<file path="src/rtl/mult_sequencer_if.sv">
// Handshake and datapath bundle between the shift-and-add control FSM and its user.
// The sequencer takes the slave side; the requester / accumulator side takes master.
interface mult_sequencer_if #(
  parameter int unsigned DW = 8
);
  logic              i_start;
  logic [DW-1:0]     i_multiplicand;
  logic [DW-1:0]     i_multiplier;
  logic              o_clean;
  logic              o_enable;
  logic [2*DW-1:0]   o_val;
  logic              o_stop;
  logic              o_busy;
  logic              o_ready;

  modport slave (
    input  i_start, i_multiplicand, i_multiplier,
    output o_clean, o_enable, o_val, o_stop, o_busy, o_ready
  );

  modport master (
    output i_start, i_multiplicand, i_multiplier,
    input  o_clean, o_enable, o_val, o_stop, o_busy, o_ready
  );
endinterface

</file>
<file path="src/rtl/mult_sequencer.sv">
// Control FSM for a shift-and-add multiplier: owns the operand shift registers and
// steers an external accumulator one multiplier bit per clock, fixed DW+2 latency.
module mult_sequencer #(
  parameter int unsigned DW = 8
) (
  input  logic              i_clk,
  input  logic              i_rst,
  mult_sequencer_if.slave   bus
);

  localparam int unsigned CW = $clog2(DW) + 1;

  typedef enum logic [1:0] {
    S_IDLE,
    S_LOAD,
    S_CALC,
    S_DONE
  } state_e;

  state_e          state_q, state_d;
  logic [2*DW-1:0] mcand_q, mcand_d;
  logic [DW-1:0]   mplier_q, mplier_d;
  logic [CW-1:0]   cnt_q, cnt_d;

  always_ff @(posedge i_clk or posedge i_rst) begin
    if (i_rst) begin
      state_q  <= S_IDLE;
      mcand_q  <= '0;
      mplier_q <= '0;
      cnt_q    <= '0;
    end else begin
      state_q  <= state_d;
      mcand_q  <= mcand_d;
      mplier_q <= mplier_d;
      cnt_q    <= cnt_d;
    end
  end

  // Outputs depend only on state and registers, so reset clears them immediately.
  always_comb begin
    state_d      = state_q;
    mcand_d      = mcand_q;
    mplier_d     = mplier_q;
    cnt_d        = cnt_q;
    bus.o_clean  = 1'b0;
    bus.o_enable = 1'b0;
    bus.o_val    = '0;
    bus.o_stop   = 1'b0;
    bus.o_busy   = 1'b0;
    bus.o_ready  = 1'b0;

    unique case (state_q)
      S_IDLE, S_DONE: begin
        if (state_q == S_DONE) begin
          bus.o_ready = 1'b1;
          bus.o_stop  = 1'b1;
        end
        if (bus.i_start) begin
          mcand_d  = {{DW{1'b0}}, bus.i_multiplicand};
          mplier_d = bus.i_multiplier;
          cnt_d    = '0;
          state_d  = S_LOAD;
        end
      end

      S_LOAD: begin
        bus.o_clean = 1'b1;
        bus.o_busy  = 1'b1;
        state_d     = S_CALC;
      end

      S_CALC: begin
        bus.o_busy   = 1'b1;
        bus.o_val    = mcand_q;
        bus.o_enable = mplier_q[0];
        mcand_d      = mcand_q << 1;
        mplier_d     = mplier_q >> 1;
        cnt_d        = cnt_q + 1'b1;
        if (cnt_q == CW'(DW - 1)) begin
          state_d = S_DONE;
        end
      end

      default: begin
        state_d = S_IDLE;
      end
    endcase
  end

  a_clean_enable_excl: assert property (@(posedge i_clk) disable iff (i_rst)
    !(bus.o_clean && bus.o_enable));

  a_stop_only_done: assert property (@(posedge i_clk) disable iff (i_rst)
    bus.o_stop |-> (state_q == S_DONE));

  a_busy_ready_excl: assert property (@(posedge i_clk) disable iff (i_rst)
    !(bus.o_busy && bus.o_ready));

endmodule

</file>
<file path="src/flat_wrapper.sv">
// flat-port wrapper written by rule: the top's interface ports become plain ports
module mult_sequencer_flat 
#(
  parameter int unsigned DW = 8
)
  (i_clk, i_rst, bus_i_start, bus_i_multiplicand, bus_i_multiplier, bus_o_clean, bus_o_enable, bus_o_val, bus_o_stop, bus_o_busy, bus_o_ready);
  mult_sequencer_if #(.DW(DW)) bus_i ();
  input  logic i_clk;
  input  logic i_rst;
  input wire logic [$bits(bus_i.i_start)-1:0] bus_i_start;
  input wire logic [$bits(bus_i.i_multiplicand)-1:0] bus_i_multiplicand;
  input wire logic [$bits(bus_i.i_multiplier)-1:0] bus_i_multiplier;
  output wire logic [$bits(bus_i.o_clean)-1:0] bus_o_clean;
  output wire logic [$bits(bus_i.o_enable)-1:0] bus_o_enable;
  output wire logic [$bits(bus_i.o_val)-1:0] bus_o_val;
  output wire logic [$bits(bus_i.o_stop)-1:0] bus_o_stop;
  output wire logic [$bits(bus_i.o_busy)-1:0] bus_o_busy;
  output wire logic [$bits(bus_i.o_ready)-1:0] bus_o_ready;
  assign bus_i.i_start = bus_i_start;
  assign bus_i.i_multiplicand = bus_i_multiplicand;
  assign bus_i.i_multiplier = bus_i_multiplier;
  assign bus_o_clean = bus_i.o_clean;
  assign bus_o_enable = bus_i.o_enable;
  assign bus_o_val = bus_i.o_val;
  assign bus_o_stop = bus_i.o_stop;
  assign bus_o_busy = bus_i.o_busy;
  assign bus_o_ready = bus_i.o_ready;
  mult_sequencer #(.DW(DW)) u_core (.i_clk(i_clk), .i_rst(i_rst), .bus(bus_i));
endmodule
</file>
<file path="config.mk">
export PLATFORM = sky130hd
export DESIGN_NAME = mult_sequencer_flat
export DESIGN_NICKNAME = d
export VERILOG_FILES = /design/src/rtl/mult_sequencer_if.sv /design/src/rtl/mult_sequencer.sv /design/src/flat_wrapper.sv
export SDC_FILE = /design/constraint.sdc
export NUM_CORES = 1
export LEC_CHECK = 0
export BUFFER_PORTS_ARGS = -buffer_cell sky130_fd_sc_hd__buf_2
export CORE_AREA = 8 8 65 67
export CTS_CLUSTER_DIAMETER = 100
export DETAILED_ROUTE_END_ITERATION = 16
export DIE_AREA = 0 0 73 75
export PLACE_DENSITY = 0.78
export SLEW_MARGIN = 40
export SYNTH_ARGS = -nofsm -noshare
export SYNTH_HDL_FRONTEND = slang
export SYNTH_SLANG_ARGS = --single-unit
</file>
<file path="constraint.sdc">
create_clock -name i_clk -period 2.3 [get_ports i_clk]
set_clock_uncertainty 0.05 [all_clocks]
set_input_delay 0.46 -clock i_clk [delete_from_list [all_inputs] [get_ports i_clk]]
set_output_delay 0.46 -clock i_clk [all_outputs]
set_load 0.1 [all_outputs]
</file>
Yosys cells after proc, flatten, opt, wreduce, memory -nomap -nowiden
Cells that the tools add are included.
Word-level totals
  output and inout port bits: 21
  logic and storage cells: 32
  input bits: 19
  bits in registers: 30
Operators by class
  add/sub/neg operators: 1
  multiplexer cells: 15
  equality and inequality tests: 6
  reductions and logical operators: 6
Operators by type and width (count)
  $mux W16: 2
  $pmux W16 S2: 1
  $pmux W8 S2: 1
  $mux W8: 1
  $pmux W4 S2: 1
  $pmux W2 S3: 1
  $mux W1: 5
  $add A4 B1 Y4 const B: 1
  $eq A2 B2 Y1 const B: 2
  $eq A4 B3 Y1 const B: 1
  $mux W2: 2
  $mux W4: 1
  $reduce_and A2 Y1: 2
  $reduce_or A2 Y1: 2
  $eq A2 B1 Y1 const B: 1
  $logic_not A2 Y1: 1
  $ne A2 B1 Y1 const B: 1
  $ne A2 B2 Y1 const B: 1
  $reduce_bool A2 Y1: 1

Depth between registers and ports, before layout
Gate-level depths: netlist of the first run.
  depth after elaboration: 4
  depth in mapped cells: 8
  depth with buffers taken out: 5

Least setup slack after synthesis of the first run
No wires, ideal clock.
  path kind: reg2out
  from: register u_core.state_q[0]
  to: output bus_o_val[0]
  cell stages (with the launch flop): 6
  path slack: -0.031 ns
  data required time: 1.790 ns
  data arrival time: 1.821 ns
  buffers on the path: 2
  cells stage by stage: dfrtp_1 > inv_1 > ha_1 > buf_2 > clkbuf_1 > and2_1
Between the ends
  longest elaborated chain between the ends: 2
RTL lines
  start: declaration: line mult_sequencer.sv:20  | state_e state_q, state_d;
  start signal: assignment: line mult_sequencer.sv:32  | state_q <= state_d;
  $eq A2 B2 Y1: line mult_sequencer.sv:52  | unique case (state_q)
  $mux W16: line mult_sequencer.sv:52
  end: declaration: line flat_wrapper.sv:15  | output wire logic [$bits(bus_i.o_val)-1:0] bus_o_val;
Every way passes these cells.

Worst setup path in the final report of the first run
  from: register u_core.state_q[0]
  to: output bus_o_busy
Between the ends
  longest elaborated chain between the ends: 3
  elaborated cells between the ends (all ways): 4
  those cells by class: eq/ne (2); mux (1); reduce/logical (1)
RTL lines
  $eq A2 B1 Y1 / $eq A2 B2 Y1 (equally long branches): line mult_sequencer.sv:52
  $reduce_or A2 Y1 (no line) *
  $mux W1 *: line mult_sequencer.sv:52
  end: declaration: line flat_wrapper.sv:17  | output wire logic [$bits(bus_i.o_busy)-1:0] bus_o_busy;
Mark *: on every way between the ends. The rest lies on a longest branch, timed or not.

==> impl_results.md, run 1 <==
- Hold_buf cts: 0
- Post-synthesis net count: approximately 180
- WL per Instance: around 14 um
- GR Util All Layers: a little over an eighth
- Hold WC Path Type: in -> async
- EDFF count, synth: 0
- CP max-delay cell: buf_2
- Yosys reg bits: 30
- Pleak: just under 1 nW
- Period minus WS final: between 2 and 2.5 ns
- I/O pin total: 40
- R2r setup slk: around 0.46 ns
- Detailed Route Iter0 Violations: between 100 and 150
- Biggest area consumer among synthesized cells: dfrtp_1
- Starting Density: roughly half
- Clock-pin slew on the worst setup and hold paths: roughly 0.10 ns
- Worst-path fanout max: 6
- Slew Viols, Final: 0
- Largest net degree at the start of global routing: 33
- Worst setup SP type: flop
- PD cells: 1441 nW/um^2
- Area grow syn2layout: 28.54%
- Slew HR: between 60% and 70%
- Cells after synthesis: 160
- Worst slew pin tran: 0.4972 ns
- Via count: about 1300
- Max Fclk: approximately 460 MHz
- Crit path DAT: ~1.7 ns
- GRT overflow: 0
- Buf/Inv on CP: 3
- Synthesis warning total: 0
- Hold slack: ~0.14 ns
- Port Buffers: 39
- Core Box Area: roughly 3200 um^2
- Top delay family on crit path: buffers and inverters
- WP depth: 4
- Setup CP Type: reg -> out
- Final RePlAce weighted congestion: 0.7368
- Root buffer cell: clkbuf_4
- HPWL Detailed: 2399 um
- Antenna Nets Post-Route: 0
- Critical Path RT: about 1.8 ns
- Count leader, synth: dfrtp_1
- Chip Height: approximately 75 um
- Synth top area cells: dfrtp_1, and2_1, buf_4
- Fin. Hold Viols: 0
- Register-to-Register Path Depth: 5
- Clk sinks: 30
- Placed cell area: approximately 2100 um^2
- Synth top cells by count: dfrtp_1, and2_1, nand2_1
- Post-synthesis sequential area ratio: 45.42%
- Number of diodes: 0
- Design Area, Final: about 2100 um^2
- RSZ-0062 raised after global routing: no
- Synth async-reset ratio: between 90% and 100%
- CP endpoint kind: primary output
- Clk_lat worst skew: approximately 0.33 ns
- Crit-path cells: inv_1 > ha_1 > inv_2 > buf_2
- Final critical-path share of the clock period: between 90% and 100%
- Worst path max stage delay: roughly 0.42 ns
- Row Count: 21
- # DRC: 0
- Number of global-route vias before repair: 1301
- Total routed wirelength: roughly 3300 um
- Syn_area_per_cell: 10.33 um^2
- Ys flop type: dfrtp_1
- Post-CTS setup buffer count: 0
- Total CTS buffers: 5
- Longest Clk Path Bufs: 2
- Reg-to-reg critical path startpoint: u_core.state_q[0]$_DFFE_PP0P_
- DRT Pass-1 Iters: 4
- CTS resizes: 0
- VDD IR max: between 800 and 900 uV
- TritonCTS clock tree: yes
- Synth top area share: a little under half
- Synthesized area: approximately 1700 um^2
- # H-tree levels: 2
- Library cells used by synthesis: 27
- Maxcap violations: 0
- Setup violators final: 0
- RR Endpoint: u_core.cnt_q[3]$_DFFE_PP0P_
- Die area: 5475 um^2
- Fin Setup TNS: 0 ns
- Final net count: approximately 210
- Outcome: complete, no violations
- Initial antenna violation count: 0
- Die width: 73 um
- First-pass GRT wire length: roughly 5700 um
- Layout cells sized above 1: between 30% and 40%
- Via density: about 5.3
[per-stage QoR]
step	util [%]	total power, mW	instances	setup WS [ns]
final	65.74	3.062	237	0.1039
after global routing	65.74	3.242	237	0.02138
after floorplan	-	2.404	160	0.1345
after global placement	63.88	2.676	229	0.5000
after CTS	65.74	3.079	237	0.08364
after detailed placement	63.88	2.747	229	0.4403
[layout by cell type, fill, tap and decap left out]
master / Yosys / final
mux2_2: 1 / 1
nand3b_1: 2 / 2
buf_12: 0 / 17
clkbuf_4: 0 / 5
clkinv_2: 0 / 1
nand2_1: 13 / 13
a21o_1: 1 / 1
o41ai_1: 1 / 1
a221o_1: 7 / 7
buf_2: 6 / 22
and2_2: 0 / 7
and2_1: 18 / 11
a22oi_1: 1 / 1
nor2b_4: 1 / 1
dfrtp_1: 30 / 30
ha_1: 5 / 5
clkbuf_8: 0 / 1
nor2_8: 1 / 1
o221ai_1: 1 / 1
mux2i_1: 8 / 8
nand2b_1: 7 / 7
mux2i_2: 1 / 1
a21oi_1: 8 / 8
inv_2: 2 / 2
a22o_1: 9 / 9
nand3_1: 8 / 8
buf_4: 11 / 5
inv_1: 3 / 3
a21boi_1: 1 / 1
clkbuf_1: 2 / 1
o21ai_1: 10 / 10
[worst max-delay path by stage]
stage	slack [ns]	to	start
floorplan	0.13	bus_o_enable	u_core.state_q[0]$_DFFE_PP0P_
global placement	0.50	bus_o_busy	u_core.state_q[0]$_DFFE_PP0P_
detailed placement	0.44	u_core.cnt_q[3]$_DFFE_PP0P_	u_core.state_q[0]$_DFFE_PP0P_
CTS	0.08	bus_o_busy	u_core.state_q[0]$_DFFE_PP0P_
global route	0.02	bus_o_enable	u_core.state_q[0]$_DFFE_PP0P_
finish	0.10	bus_o_busy	u_core.state_q[0]$_DFFE_PP0P_
[tightest hold or removal path: cells and delay by family]
family,cells,cell delay (ns)
buf+inv,3,0.47
[metal layers]
layer / vias up / track usage (%) / wire length (um)
li1: 609 / - / -
met1: 615 / 14.71 / 1465
met2: 31 / 22.74 / 1663
met3: 2 / 4.527 / 186
met4: 0 / 4.667 / 23
met5: - / 0 / 0
[kinds of logic after synthesis]
logic type | after synthesis | synth area share [%]
AND/OR/NAND/NOR | 50 | 17.79
AO/OA/AOI/OAI | 39 | 16.88
adder cells (fa/ha/maj) | 5 | 3.785
flip-flops | 30 | 45.42
buffers and inverters | 26 | 9.766
multiplexers | 10 | 6.359
[flip-flops by register name, summed over array words and instances, names as in the netlist]
signal	cells
u_core.cnt_q	4
u_core.mcand_q	16
u_core.mplier_q	8
u_core.state_q	2
[report_power, final]
part           internal [mW]  total [mW]  switching [mW]
logic                  0.641        1.87            1.23
clock network          0.148       0.325           0.177
registers              0.720       0.866           0.147
total                   1.51        3.06            1.55
[layout make-up]
type / count / area, um^2
timing repair buffer: 44 / 488.0
clock inverter: 1 / 5.005
clock buffer: 7 / 55.05
tap: 46 / 57.56
sequential: 30 / 750.7
multi-input combinational: 104 / 749.5
inverter: 5 / 18.77
fill: 277 / 1107
Note: power is estimated with default switching activity, not from simulation.
==> inputs of run 2 (changes only) <==
--- a/config.mk
+++ b/config.mk
@@ -5,12 +5,13 @@
 export SDC_FILE = /design/constraint.sdc
 export NUM_CORES = 1
 export LEC_CHECK = 0
+export ABC_AREA = 1
 export BUFFER_PORTS_ARGS = -buffer_cell sky130_fd_sc_hd__buf_2
-export CORE_AREA = 8 8 65 67
+export CORE_AREA = 8 8 66 68
 export CTS_CLUSTER_DIAMETER = 100
 export DETAILED_ROUTE_END_ITERATION = 16
-export DIE_AREA = 0 0 73 75
-export PLACE_DENSITY = 0.78
+export DIE_AREA = 0 0 74 76
+export PLACE_DENSITY = 0.76
 export SLEW_MARGIN = 40
 export SYNTH_ARGS = -nofsm -noshare
 export SYNTH_HDL_FRONTEND = slang
==> impl_results.md, run 2 <==
- # DRC: 0 (unchanged)
- Cells after synthesis: 218 (+36%)
- Total CTS buffers: 5 (unchanged)
- Critical Path RT: 1.79 ns (about the same)
- Port Buffers: 39 (unchanged)
- Final critical-path share of the clock period: 94.98% (-0.50 points)
- Via density: 4.735 (-11%)
- Starting Density: 48.62% (-2.5 points)
- Crit path DAT: 1.67 ns (-0.02 ns)
- Synth top area share: 44.88% (-0.54 points)
- Placed cell area: 2059 um^2 (-0.24%)
- Buf/Inv on CP: 3 (unchanged)
- Top delay family on crit path: buffers and inverters
- CTS resizes: 0 (unchanged)
- Fin. Hold Viols: 0 (unchanged)
- Biggest area consumer among synthesized cells: dfrtp_1
- Period minus WS final: 2.184 ns (-0.01157 ns)
- Post-synthesis compound-gate area fraction: 5.984% (-11 points)
- GRT overflow: 0 (unchanged)
- Register-to-Register Path Depth: 8 (+3)
- Die width: 74 um (+1.4%)
- Synth top area cells: dfrtp_1, nand2_1, nand3_1
- RSZ-0062 raised after global routing: no
- Max Fclk: 457.8 MHz (+0.53%)
- Crit-path cells: inv_1 > ha_1 > inv_2 > buf_2
- CP endpoint kind: primary output
- Total routed wirelength: 3442 um (+3.1%)
- Via count: 1392 (+11%)
- Multi-input gate area: 655.6 um^2 (-13%)
- FILL cells: 314 (+13%)
- TritonCTS clock tree: yes
- First-pass GRT wire length: 6078 um (+6.0%)
- Worst path max stage delay: 0.43 ns (about the same)
- Post-Synth XOR/XNOR Area: 0% (unchanged)
- Hold_buf cts: 0 (unchanged)
- Reg area: 750.7 um^2 (unchanged)
- Area grow syn2layout: 26.18%
- RR Endpoint: u_core.mplier_q[6]$_DFFE_PP0P_
- Die area: 5624 um^2 (+2.7%)
- Final net count: 271 (+27%)
- # H-tree levels: 2 (unchanged)
- Largest registers: u_core.mcand_q x16, u_core.mplier_q x8, u_core.cnt_q x4
- Slew Viols, Final: 0 (unchanged)
- GR Util All Layers: 13.68% (+0.53 points)
- Synthesis warning total: 0 (unchanged)
- Largest family of logic cells by synthesized area: simple AND/OR/NAND/NOR gates
- Synth async-reset ratio: 100.0% (unchanged)
- Clock-pin slew on the worst setup and hold paths: 0.08 ns (-0.02 ns)
- Post-synthesis sequential area ratio: 44.88% (-0.54 points)
- Synth Area in Adders: 3.740% (-0.045 points)
- Max FFs per register: 16 (unchanged)
- Worst setup SP type: flop
- Chip Height: 76 um (+1.3%)
- Post-synthesis mux area share: 0% (-6.4 points)
- Dpl ws: 0.4673 ns (+0.02700 ns)
- Final worst slack: 0.1155 ns (+0.01158 ns)
- Fin Setup TNS: 0 ns (unchanged)
- Slew HR: 60.83% (-6.3 points)
- Reg-to-reg critical path startpoint: u_core.state_q[0]$_DFFE_PP0P_
- DRT Pass-1 Iters: 4 (unchanged)
- Initial antenna violation count: 0 (unchanged)
- HPWL Detailed: 2470 um (+3.0%)
- Post-CTS setup buffer count: 0 (unchanged)
- Setup CP Type: reg -> out
- Worst slew pin tran: 0.5869 ns (+0.08972 ns)
- Setup violators final: 0 (unchanged)
- Detailed Route Iter0 Violations: 55 (-56%)
- Design Area, Final: 2111 um^2 (-0.65%)
- I/O pin total: 40 (unchanged)
- Post-synthesis net count: 242 (+32%)
- Most frequent cells in the layout: nand2_1, nand3_1, inv_1
- Most common library cell in the layout ignoring fill and taps: nand2_1
- Synthesized area: 1673 um^2 (+1.2%)
- Outcome: complete, no violations
- Root buffer cell: clkbuf_4
- Syn_area_per_cell: 7.674 um^2 (-26%)
- Count leader, synth: nand2_1
- R2r setup slk: 0.46 ns (about the same)
- Hold WC Path Type: in -> async
- Longest Clk Path Bufs: 2 (unchanged)
- Row Count: 22 (+4.8%)
- Simple-gate area share of the yosys netlist: 29.47% (+12 points)
- Library cells used by synthesis: 18 (-33%)
- Number of diodes: 0 (unchanged)
- CP max-delay cell: buf_2
- Core Box Area: 3441 um^2 (+6.5%)
- Synth top cells by count: nand2_1, nand3_1, inv_1
- Layout cells sized above 1: 21.95% (-12 points)
- Clk sinks: 30 (unchanged)
- Largest net degree at the start of global routing: 35 (+6.1%)
- EDFF count, synth: 0 (unchanged)
- Worst-path fanout max: 5 (-1)
- WL per Instance: 11.71 um (-17%)
- Biggest register: u_core.mcand_q
- Yosys reg bits: 30 (unchanged)
- Number of global-route vias before repair: 1411 (+8.5%)
- Final RePlAce weighted congestion: 0.7454 (+1.2%)
- Antenna Nets Post-Route: 0 (unchanged)
- Maxcap violations: 0 (unchanged)
- Ys flop type: dfrtp_1
- Clk_lat worst skew: 0.33 ns (about the same)
==> run 2: logic make-up (layout without fill, tap and decap cells) <==
logic type	after synthesis	count (layout)
DFF	30	30
adders and majority gates	5	5
buffers and inverters	52	80
and+or+nand+nor	113	113
AOI/OAI and AO/OA	18	18
==> run 2: per-layer routing <==
layer / GRT usage (%) / vias to the layer above / part of all wire (%) / wire (um)
met5: 0 / - / 0 / 0
met4: 6.600 / 0 / 2.1 / 74
met3: 4.868 / 6 / 5.7 / 196
met2: 22.98 / 30 / 50 / 1732
met1: 14.49 / 633 / 42 / 1437
li1: - / 723 / - / -
==> run 2: worst register-to-register path: stages, from the launching register on <==
cell     delay [ns]
dfrtp_1        0.42
inv_1          0.06
ha_1           0.19
buf_4          0.21
inv_1          0.47
nand2_1        0.11
o21ai_0        0.10
nand2_1        0.07
o21ai_1        0.08
==> run 2: cell type report <==
cell class	count	area share (%)
Sequential cell	30	35.57
Multi-Input combinational cell	136	31.06
Timing Repair Buffer	42	22.41
Inverter	32	5.691
Tap cell	48	2.845
Clock buffer	6	2.430
==> run 2: how the worst max path moves through the flow <==
stage | from | cells past startpoint | to | slack [ns]
after global placement | u_core.state_q[0]$_DFFE_PP0P_ | 4 | bus_o_busy | 0.49
final | u_core.state_q[0]$_DFFE_PP0P_ | 4 | bus_o_busy | 0.12
after CTS | u_core.state_q[0]$_DFFE_PP0P_ | 4 | bus_o_busy | 0.1
after detailed placement | u_core.state_q[0]$_DFFE_PP0P_ | 8 | u_core.cnt_q[3]$_DFFE_PP0P_ | 0.47
after global routing | u_core.state_q[0]$_DFFE_PP0P_ | 6 | bus_o_val[3] | 0.005
after floorplan | u_core.state_q[0]$_DFFE_PP0P_ | 2 | bus_o_stop | 0.16
==> run 2: metrics by stage <==
stage	hold slack [ns]	util [%]	instances
6_report	0.1319	61.35	294
3_3_place_gp	0.4313	59.85	288
2_1_floorplan	0.4186	-	218
5_1_grt	0.1706	61.35	294
3_5_place_dp	0.4365	59.85	288
4_1_cts	0.1385	61.35	294
Power of run 2 is not shown: default switching activity piles up to over one toggle a cycle in this logic, so the estimate is an artifact.
